## src/rtl/mem_arb_pkg.sv

```systemverilog
// ============================================================================
// Module      : mem_arb_pkg
// Description : Shared types and width helpers for the memory port arbiter.
// Revision    : 1.0 - initial release
// ============================================================================
`default_nettype none

package mem_arb_pkg;

    typedef enum logic [0:0] {
        IDLE = 1'b0,
        WAIT = 1'b1
    } arb_state_e;

    typedef enum logic [0:0] {
        REQ_IF = 1'b0,
        REQ_DM = 1'b1
    } requester_e;

    localparam int c_MIN_CNT_W = 1;

    // Bits needed to hold every value 0..max_val, never narrower than one bit.
    function automatic int cnt_width(input int max_val);
        int w;
        w = $clog2(max_val + 1);
        return (w < c_MIN_CNT_W) ? c_MIN_CNT_W : w;
    endfunction

endpackage

`default_nettype wire

```

## src/rtl/mem_arb_starve_ctr.sv

```systemverilog
// ============================================================================
// Module      : mem_arb_starve_ctr
// Description : Saturating count of consecutive fetch losses; at_limit makes
//               fetch win the next contested arbitration.
// Revision    : 1.0 - initial release
// ============================================================================
`default_nettype none

module mem_arb_starve_ctr
    import mem_arb_pkg::*;
#(
    parameter int LIMIT = 4,
    parameter int WIDTH = cnt_width(LIMIT)
) (
    input  logic clk,
    input  logic rst,
    input  logic inc,
    input  logic clr,
    output logic at_limit
);

    localparam logic [WIDTH-1:0] c_LIMIT = WIDTH'(LIMIT);
    localparam logic [WIDTH-1:0] c_ONE   = WIDTH'(1);

    logic [WIDTH-1:0] r_cnt;

    // Clear dominates increment so a fetch grant always restarts the count.
    always_ff @(posedge clk) begin
        if (!rst) begin
            r_cnt <= '0;
        end else if (clr) begin
            r_cnt <= '0;
        end else if (inc && (r_cnt != c_LIMIT)) begin
            r_cnt <= r_cnt + c_ONE;
        end
    end

    assign at_limit = (r_cnt == c_LIMIT);

endmodule

`default_nettype wire

```

## src/rtl/mem_port_arbiter.sv

```systemverilog
// ============================================================================
// Module      : mem_port_arbiter
// Description : Shares one single-port memory between instruction fetch and
//               data access, with fixed-latency read tracking.
// Revision    : 1.0 - initial release
// ============================================================================
`default_nettype none

module mem_port_arbiter
    import mem_arb_pkg::*;
#(
    parameter int XLEN               = 64,
    parameter int INSTRUCTION_LENGTH = XLEN / 2,
    parameter int MEM_LATENCY        = 2,
    parameter int STARVE_LIMIT       = 4
) (
    input  logic                          clk,
    input  logic                          rst,

    input  logic                          if_req,
    input  logic [XLEN-1:0]               if_addr,
    output logic                          if_gnt,
    output logic                          if_rvalid,
    output logic [INSTRUCTION_LENGTH-1:0] if_rdata,

    input  logic                          dm_req,
    input  logic                          dm_we,
    input  logic [XLEN-1:0]               dm_addr,
    input  logic [XLEN-1:0]               dm_wdata,
    output logic                          dm_gnt,
    output logic                          dm_rvalid,
    output logic [XLEN-1:0]               dm_rdata,

    output logic                          mem_en,
    output logic                          mem_we,
    output logic [XLEN-1:0]               mem_addr,
    output logic [XLEN-1:0]               mem_wdata,
    input  logic [XLEN-1:0]               mem_rdata,

    output logic                          busy
);

    localparam int                  c_WAIT_W = cnt_width(MEM_LATENCY);
    localparam logic [c_WAIT_W-1:0] c_LAT    = c_WAIT_W'(MEM_LATENCY);
    localparam logic [c_WAIT_W-1:0] c_LAST   = c_WAIT_W'(1);

    arb_state_e          r_state;
    arb_state_e          w_state_nxt;
    requester_e          r_owner;
    requester_e          w_owner_nxt;
    logic [c_WAIT_W-1:0] r_wait_cnt;
    logic [c_WAIT_W-1:0] w_wait_cnt_nxt;

    logic w_idle;
    logic w_if_win;
    logic w_dm_win;
    logic w_rd_grant;
    logic w_at_limit;
    logic w_starve_inc;
    logic w_starve_clr;
    logic w_rvalid_slot;

    assign w_idle = (r_state == IDLE);

    // ------------------------------------------------------------------------
    // Arbitration: data beats fetch unless fetch has lost too many times.
    // Reset low suppresses every grant in the same cycle.
    // ------------------------------------------------------------------------
    always_comb begin
        w_if_win = 1'b0;
        w_dm_win = 1'b0;
        if (rst && w_idle) begin
            if (if_req && (!dm_req || w_at_limit)) begin
                w_if_win = 1'b1;
            end else if (dm_req) begin
                w_dm_win = 1'b1;
            end
        end
    end

    assign w_rd_grant = w_if_win || (w_dm_win && !dm_we);

    // ------------------------------------------------------------------------
    // Next-state logic
    // ------------------------------------------------------------------------
    always_comb begin
        w_state_nxt    = r_state;
        w_owner_nxt    = r_owner;
        w_wait_cnt_nxt = r_wait_cnt;
        case (r_state)
            IDLE: begin
                if (w_rd_grant) begin
                    w_state_nxt    = WAIT;
                    w_owner_nxt    = w_if_win ? REQ_IF : REQ_DM;
                    w_wait_cnt_nxt = c_LAT;
                end
            end
            WAIT: begin
                w_wait_cnt_nxt = r_wait_cnt - c_LAST;
                if (r_wait_cnt == c_LAST) begin
                    w_state_nxt = IDLE;
                end
            end
            default: begin
                w_state_nxt = IDLE;
            end
        endcase
    end

    always_ff @(posedge clk) begin
        if (!rst) begin
            r_state    <= IDLE;
            r_owner    <= REQ_IF;
            r_wait_cnt <= '0;
        end else begin
            r_state    <= w_state_nxt;
            r_owner    <= w_owner_nxt;
            r_wait_cnt <= w_wait_cnt_nxt;
        end
    end

    // ------------------------------------------------------------------------
    // Starvation guard: only contested IDLE cycles that fetch loses count;
    // the counter freezes while a read is outstanding.
    // ------------------------------------------------------------------------
    assign w_starve_inc = w_idle && if_req && dm_req && w_dm_win;
    assign w_starve_clr = w_if_win || (w_idle && !if_req);

    mem_arb_starve_ctr #(
        .LIMIT (STARVE_LIMIT)
    ) u_starve_ctr (
        .clk      (clk),
        .rst      (rst),
        .inc      (w_starve_inc),
        .clr      (w_starve_clr),
        .at_limit (w_at_limit)
    );

    // ------------------------------------------------------------------------
    // Outputs
    // ------------------------------------------------------------------------
    assign if_gnt = w_if_win;
    assign dm_gnt = w_dm_win;
    assign mem_en = w_if_win || w_dm_win;

    always_comb begin
        mem_we    = 1'b0;
        mem_addr  = '0;
        mem_wdata = '0;
        if (w_if_win) begin
            mem_addr = if_addr;
        end else if (w_dm_win) begin
            mem_we    = dm_we;
            mem_addr  = dm_addr;
            mem_wdata = dm_wdata;
        end
    end

    assign busy          = rst && !w_idle;
    assign w_rvalid_slot = busy && (r_wait_cnt == c_LAST);
    assign if_rvalid     = w_rvalid_slot && (r_owner == REQ_IF);
    assign dm_rvalid     = w_rvalid_slot && (r_owner == REQ_DM);

    assign if_rdata = mem_rdata[INSTRUCTION_LENGTH-1:0];
    assign dm_rdata = mem_rdata;

endmodule

`default_nettype wire

```

## config.mk

```make
export PLATFORM = sky130hd
export DESIGN_NAME = mem_port_arbiter
export DESIGN_NICKNAME = d
export VERILOG_FILES = /design/src/rtl/mem_arb_pkg.sv /design/src/rtl/mem_arb_starve_ctr.sv /design/src/rtl/mem_port_arbiter.sv
export SDC_FILE = /design/constraint.sdc
export NUM_CORES = 1
export LEC_CHECK = 0
export ABC_AREA = 1
export CORE_AREA = 2 2 192 194
export CTS_CLUSTER_SIZE = 12
export DETAILED_ROUTE_END_ITERATION = 8
export DIE_AREA = 0 0 194 196
export HOLD_SLACK_MARGIN = 0.03
export REMOVE_ABC_BUFFERS = 1
export SLEW_MARGIN = 20
export SYNTH_ARGS = -nofsm -noshare
export SYNTH_HDL_FRONTEND = slang
export SYNTH_SLANG_ARGS = --single-unit
```

## constraint.sdc

```tcl
create_clock -name clk -period 5 [get_ports clk]
set_input_delay 1 -clock clk [delete_from_list [all_inputs] [get_ports clk]]
set_output_delay 1 -clock clk [all_outputs]
set_load 0.005 [all_outputs]
```

==> qor.csv, run 1 <==
stage,metric,value,unit
cts,Skew-Pair Late Insertion Delay,230,ps
cts,Num CTS Buffers,3,
worst_setup_path,reg2reg start,u_starve_ctr.r_cnt[0],
logic_synthesis,count of cell types in the netlist,19,
sta,actual slew at the worst max-slew pin,672,ps
drt,routed wl met2,8.48,mm
power_and_ir_drop,clock share of power,24.1,%
power_and_ir_drop,Design Power,0.581,mW
cts,# hold bufs at CTS,0,
logic_synthesis,Synth area leader,nand2_1,
cts,post-CTS setup buffers,0,
logic_synthesis,gate count of the mapped netlist,507,
sta,Worst Skew,0.631,ps
worst_setup_path,max incr delay on CP,610,ps
worst_hold_path,hold wc startpoint,r_wait_cnt[0],
grt,largest net degree at the start of global routing,67,
cts,H-tree levels,1,
sta,hold_ws,463,ps
worst_setup_path,critical setup path kind,input port to output port,
final_layout,area grow syn2layout,122,%
worst_setup_path,Buf/Inv on CP,5,
power_and_ir_drop,Switching Fraction,28.9,%
drt,ANT nets after route,0,
power_and_ir_drop,Flop pwr share,10.6,%
power_and_ir_drop,Worst IR Drop VDD,0.0000793,V
power_and_ir_drop,leakage power,2.55,nW
flow_run,max cap viols,0,
worst_setup_path,CP required,4000,ps
logic_synthesis,post-synthesis instance area,2550,µm²
power_and_ir_drop,switching power total,0.168,mW
sta,slack of the critical path,750,ps
final_layout,# nets final,993,
sta,fmax,0.235,GHz
drt,wire per inst,18.4,µm
logic_synthesis,most area-consuming cells after synthesis,"nand2_1, buf_4, inv_1",
placed_design,Cells after DPL,1192,
die,chip width,194,µm
logic_synthesis,area share of the leading cell type in the synthesized netlist,30.8,%
final_layout,most frequent cells in the layout,"clkdlybuf4s50_1, nand2_1, inv_1, nor2_1, dfxtp_1",
final_layout,fin cells,1196,
worst_setup_path,"Max FO, Critical Path",47,
grt,GRT overflow,0,
die,Ports,492,
final_layout,Final Util,15.7,%
cts,CTS sink count,7,
drt,Total Wirelength,22.0,mm
die,area of the die,38000,µm²
worst_hold_path,Hold Path End,r_wait_cnt[0],
final_layout,Final Cell Area,5670,µm²
sta,final setup vio count,0,
drt,Top Metal Used,met5,
sta,Final Hold Fails,0,
cts,Root Driver,clkbuf_16,
grt,Total GRT Usage,10.8,%
power_and_ir_drop,combinational share of power,65.3,%
logic_synthesis,Synth Warn #,0,
drt,number of remaining DRC errors,0,
worst_setup_path,Crit Reg-Reg Endpoint,u_starve_ctr.r_cnt[0],
placed_design,Post-DP Area,5590,µm²
die,Core Area,36100,µm²
grt,first-pass GRT wire length,29.2,mm
final_layout,"commonest non-fill, non-tap cell in the layout",clkdlybuf4s50_1,
sta,setup_tns,0,ps
logic_synthesis,Syn Area/Cell,5.03,µm²
sta,"Slew Viols, Final",0,
drt,vias after detailed routing,3860,
worst_setup_path,Top Family by Delay on Critical Path,buffers and inverters,
worst_setup_path,worst r2r path cells,8,
sta,RSZ-0062 raised after global routing,false,
grt,initial antenna violation count,0,
power_and_ir_drop,Internal Power,0.413,mW
drt,post-DR vias/cell,3.23,
cts,# resized after CTS,0,
cts,CTS tree,done,
sta,final worst path period share,85.0,%
sta,Tmin final,4250,ps
placed_design,Placer Congestion,0.746,
cts,clock-pin slew on the worst setup and hold paths,40,ps
worst_setup_path,slowest CP cell,clkdlybuf4s50_1,
die,Row Count,70,
die,Die Y,196,µm
logic_synthesis,sequential area share after synthesis,5.50,%
drt,wl on met1,8.62,mm
worst_hold_path,HP Class,register to register,
power_and_ir_drop,PwrDens,102,nW/µm²
placed_design,post-place setup slack,720,ps
worst_hold_path,Hold Path Depth,1,
cts,clk buf depth,2,
final_layout,Antenna Cells,0,
drt,routed wl met3,4.49,mm
worst_setup_path,CP Cell Sequence,clkdlybuf4s50_1 > inv_2 > nor2_2 > nand3_2 > inv_2 > buf_12 > nand2_1 > nand2_1 > clkdlybuf4s50_1,
worst_setup_path,flop-to-flop setup slack,3570,ps
drt,DR pass1 iterations,5,
final_layout,layout cells sized above 1,2.06,%
placed_design,port bufs,331,
status,outcome,completed,
sta,Slew HR,55.2,%
worst_setup_path,Startpoint Class,input port,
worst_setup_path,Worst Setup End Kind,output port,
die,Initial Util,7.07,%
logic_synthesis,Synth Register Bits,7,
worst_setup_path,Worst EP arrival,3250,ps
drt,Starting DRT DRC Count,191,
placed_design,DP Wirelength,18.9,mm
grt,vias in the first global route,3814,
[worst max path at each step]
stage / start / endpoint / slack, ps / depth (start not counted)
final: rst / mem_addr[37] / 750 / 9
after global routing: rst / mem_addr[20] / 580 / 9
after CTS: rst / mem_addr[37] / 710 / 9
after detailed placement: rst / mem_addr[37] / 720 / 9
after global placement: rst / mem_addr[37] / 750 / 9
after floorplan: dm_req / mem_addr[0] / 1400 / 6
[state kept, by name (all words and copies together), names as in the netlist]
register,cells
r_wait_cnt,2
r_owner,1
r_state,1
u_starve_ctr.r_cnt,3
[final cells by class]
cell class                      instances  area (µm²)
Clock buffer                            4        78.8
Fill cell                            4147       30400
Inverter                               80         300
Multi-Input combinational cell        303        1210
Sequential cell                         7         140
Tap cell                              468         586
Timing Repair Buffer                  334        3360
[power groups by stage]
| stage | registers, mW | logic, mW | clock network (mW) |
|---|---|---|---|
| floorplan | 0.0620 | 0.0841 | 0 |
| global placement | 0.0626 | 0.382 | 0 |
| detailed placement | 0.0625 | 0.384 | 0 |
| CTS | 0.0616 | 0.386 | 0.143 |
| global route | 0.0621 | 0.412 | 0.146 |
| finish | 0.0616 | 0.379 | 0.140 |
[worst register-to-register path, stage by stage (launching register included)]
cell     delay (ps)
dfxtp_1         320
inv_1            70
ha_1            190
nand2_1          60
nand2_1          90
nand2_1         150
nand3_1         190
o21ai_0         200
nor2_1           50
[layer usage]
| metal | vias up | global-route usage (%) |
|---|---|---|
| met5 | - | 6.90 |
| met4 | 6 | 1.52 |
| met3 | 12 | 10.3 |
| met1 | 1694 | 11.9 |
| met2 | 362 | 14.4 |
| li1 | 1786 | - |
[Yosys cell counts]
| cell | number |
|---|---|
| a31oi_1 | 1 |
| dfxtp_1 | 7 |
| nand4_1 | 2 |
| inv_2 | 4 |
| ha_1 | 3 |
| nor2_2 | 1 |
| nor2_4 | 1 |
| a21oi_1 | 3 |
| inv_1 | 76 |
| nor2_1 | 72 |
| buf_4 | 97 |
| buf_6 | 12 |
| nor3_1 | 2 |
| nand2_2 | 2 |
| buf_2 | 8 |
| o21ai_0 | 4 |
| nand2_1 | 209 |
| nand3_2 | 1 |
| nand3_1 | 2 |
[cells by family after synthesis]
group	after synthesis	share of synthesized area, %
buffers and inverters	197	47.2
AO/OA/AOI/OAI	8	1.62
adder cells (fa/ha/maj)	3	1.47
AND/OR/NAND/NOR	292	44.2
flip-flops	7	5.50
Power figures use the tool's default switching activity.
==> inputs of run 2 (changes only) <==
- CORE_AREA: 2 2 192 194 -> 2 2 189 191
- DIE_AREA: 0 0 194 196 -> 0 0 191 193
- clock period: 5 -> 3.65 ns (I/O delays scaled with it)
==> qor.csv, run 2 (synthesis gave the netlist of run 1 again) <==
stage,metric,value,unit,change
cts,Num CTS Buffers,3,,unchanged
sta,Slew HR,56.4,%,was 55.2%
sta,setup_tns,0,ps,unchanged
grt,first-pass GRT wire length,25.4,mm,was 29.2 mm
power_and_ir_drop,Worst IR Drop VDD,0.0000934,V,was 0.0000793 V
placed_design,Placer Congestion,0.671,,was 0.746
sta,final worst path period share,96.2,%,
placed_design,port bufs,331,,unchanged
grt,vias in the first global route,3479,,was 3814
cts,post-CTS setup buffers,0,,unchanged
cts,Skew-Pair Late Insertion Delay,230,ps,about the same
status,outcome,completed,,unchanged
drt,post-DR vias/cell,3.18,,was 3.23
power_and_ir_drop,leakage power,2.59,nW,was 2.55 nW
placed_design,DP Wirelength,17.4,mm,was 18.9 mm
drt,vias after detailed routing,3807,,was 3860
final_layout,Biggest register,u_starve_ctr.r_cnt,,unchanged
worst_setup_path,CP Cell Sequence,clkdlybuf4s50_1 > buf_4 > inv_2 > nor2_2 > nand3_2 > inv_2 > buf_12 > nand2_1 > nand2_1 > clkdlybuf4s50_1,,was clkdlybuf4s50_1 > inv_2 > nor2_2 > nand3_2 > inv_2 > buf_12 > nand2_1 > nand2_1 > clkdlybuf4s50_1
grt,Total GRT Usage,9.81,%,was 10.8%
cts,CTS tree,done,,unchanged
drt,Starting DRT DRC Count,201,,was 191
cts,# resized after CTS,0,,unchanged
worst_hold_path,Hold Path Depth,1,,unchanged
worst_setup_path,worst r2r path cells,9,,was 8
cts,clk buf depth,2,,unchanged
worst_setup_path,Crit Reg-Reg Endpoint,u_starve_ctr.r_cnt[0],,unchanged
worst_setup_path,Worst Setup End Kind,output port,,unchanged
drt,number of remaining DRC errors,0,,unchanged
final_layout,area grow syn2layout,125,%,was 122%
die,Ports,492,,unchanged
sta,fmax,0.285,GHz,
drt,wire per inst,16.9,µm,was 18.4 µm
die,Core Area,35000,µm²,was 36100 µm²
cts,Root Driver,clkbuf_16,,unchanged
die,Initial Util,7.29,%,was 7.07%
worst_setup_path,flop-to-flop setup slack,2160,ps,was 3570 ps
final_layout,"commonest non-fill, non-tap cell in the layout",clkdlybuf4s50_1,,unchanged
flow_run,max cap viols,0,,unchanged
worst_setup_path,critical setup path kind,input port to output port,,unchanged
final_layout,max reg flops,3,,unchanged
worst_hold_path,HP Class,register to register,,unchanged
cts,CTS sink count,7,,unchanged
worst_setup_path,max incr delay on CP,510,ps,was 610 ps
final_layout,layout cells sized above 1,3.13,%,was 2.06%
final_layout,# nets final,1001,,was 993
worst_setup_path,slowest CP cell,clkdlybuf4s50_1,,unchanged
sta,Final Hold Fails,0,,unchanged
final_layout,Largest regs,"u_starve_ctr.r_cnt: 3 flops, r_wait_cnt: 2 flops",,unchanged
die,chip width,191,µm,was 194 µm
sta,RSZ-0062 raised after global routing,false,,unchanged
cts,# hold bufs at CTS,0,,unchanged
sta,final setup vio count,0,,unchanged
power_and_ir_drop,PwrDens,138,nW/µm²,was 102 nW/µm²
cts,H-tree levels,1,,unchanged
die,Die Y,193,µm,was 196 µm
drt,ANT nets after route,0,,unchanged
sta,"Slew Viols, Final",0,,unchanged
sta,slack of the critical path,138,ps,was 750 ps
worst_setup_path,CP required,2920,ps,was 4000 ps
worst_hold_path,hold wc startpoint,r_wait_cnt[0],,unchanged
worst_setup_path,Startpoint Class,input port,,unchanged
grt,initial antenna violation count,1,,was 0
sta,Worst Skew,0.698,ps,was 0.631 ps
drt,DR pass1 iterations,4,,was 5
cts,clock-pin slew on the worst setup and hold paths,30,ps,was 40 ps
sta,Tmin final,3510,ps,
worst_setup_path,reg2reg start,u_starve_ctr.r_cnt[0],,unchanged
sta,actual slew at the worst max-slew pin,654,ps,was 672 ps
die,area of the die,36900,µm²,was 38000 µm²
grt,largest net degree at the start of global routing,67,,unchanged
worst_setup_path,Worst EP arrival,2780,ps,was 3250 ps
worst_hold_path,Hold Path End,r_wait_cnt[0],,unchanged
final_layout,most frequent cells in the layout,"clkdlybuf4s50_1, nand2_1, inv_1, nor2_1, buf_4",,"was clkdlybuf4s50_1, nand2_1, inv_1, nor2_1, dfxtp_1"
drt,Total Wirelength,20.2,mm,was 22.0 mm
placed_design,post-place setup slack,109,ps,was 720 ps
worst_setup_path,"Max FO, Critical Path",65,,was 47
die,Row Count,69,,was 70
grt,GRT overflow,0,,unchanged
run 2: changes by cell type in the layout (fill, tap and decap cells not counted):
cell / delta
buf_12: +1
buf_4: +7
diode_2: +1
run 2: final cells by class:
| class | instances | area [µm²] |
|---|---|---|
| multi-input cells | 303 | 1210 |
| well taps | 461 | 577 |
| clock buffers | 4 | 78.8 |
| flip-flops and latches | 7 | 140 |
| inverters | 80 | 300 |
| diodes | 1 | 2.50 |
| fillers | 3995 | 29200 |
| repair buffers | 342 | 3430 |
run 2: critical path: cells and delay by family:
| family | cells | cell delay, ps |
|---|---|---|
| buffers and inverters | 6 | 1530 |
| and+or+nand+nor | 4 | 470 |
run 2: how the worst max path moves through the flow:
stage,from,to,slack [ps]
CTS,rst,mem_addr[25],110
finish,rst,mem_addr[18],140
global route,rst,mem_addr[18],10
global placement,rst,mem_addr[18],140
floorplan,dm_req,mem_addr[0],590
detailed placement,rst,mem_addr[25],110
run 2: per-layer routing:
layer  GRT usage, %  up-vias  wire [µm]
met5           6.63        -        273
met4           1.52        8        161
met3           9.45       17       4200
met2           12.8      337       7710
met1           11.0     1641       7850
li1               -     1804          -
run 2: where the power goes:
| group | switching [mW] | internal [mW] |
|---|---|---|
| sequential | 0.00305 | 0.0815 |
| combinational | 0.173 | 0.346 |
| clock | 0.0414 | 0.145 |
| total | 0.218 | 0.572 |
run 2: per-stage QoR:
stage / std cells / instance area [µm²] / hold slack, ps / total power [mW] / utilization [%]
after floorplan: 390 / 1650 / 432 / 0.200 / -
after global placement: 1193 / 5660 / 449 / 0.609 / 16.2
after detailed placement: 1193 / 5660 / 454 / 0.611 / 16.2
after CTS: 1197 / 5740 / 461 / 0.804 / 16.4
after global routing: 1197 / 5740 / 494 / 0.847 / 16.4
final: 1198 / 5740 / 469 / 0.790 / 16.4
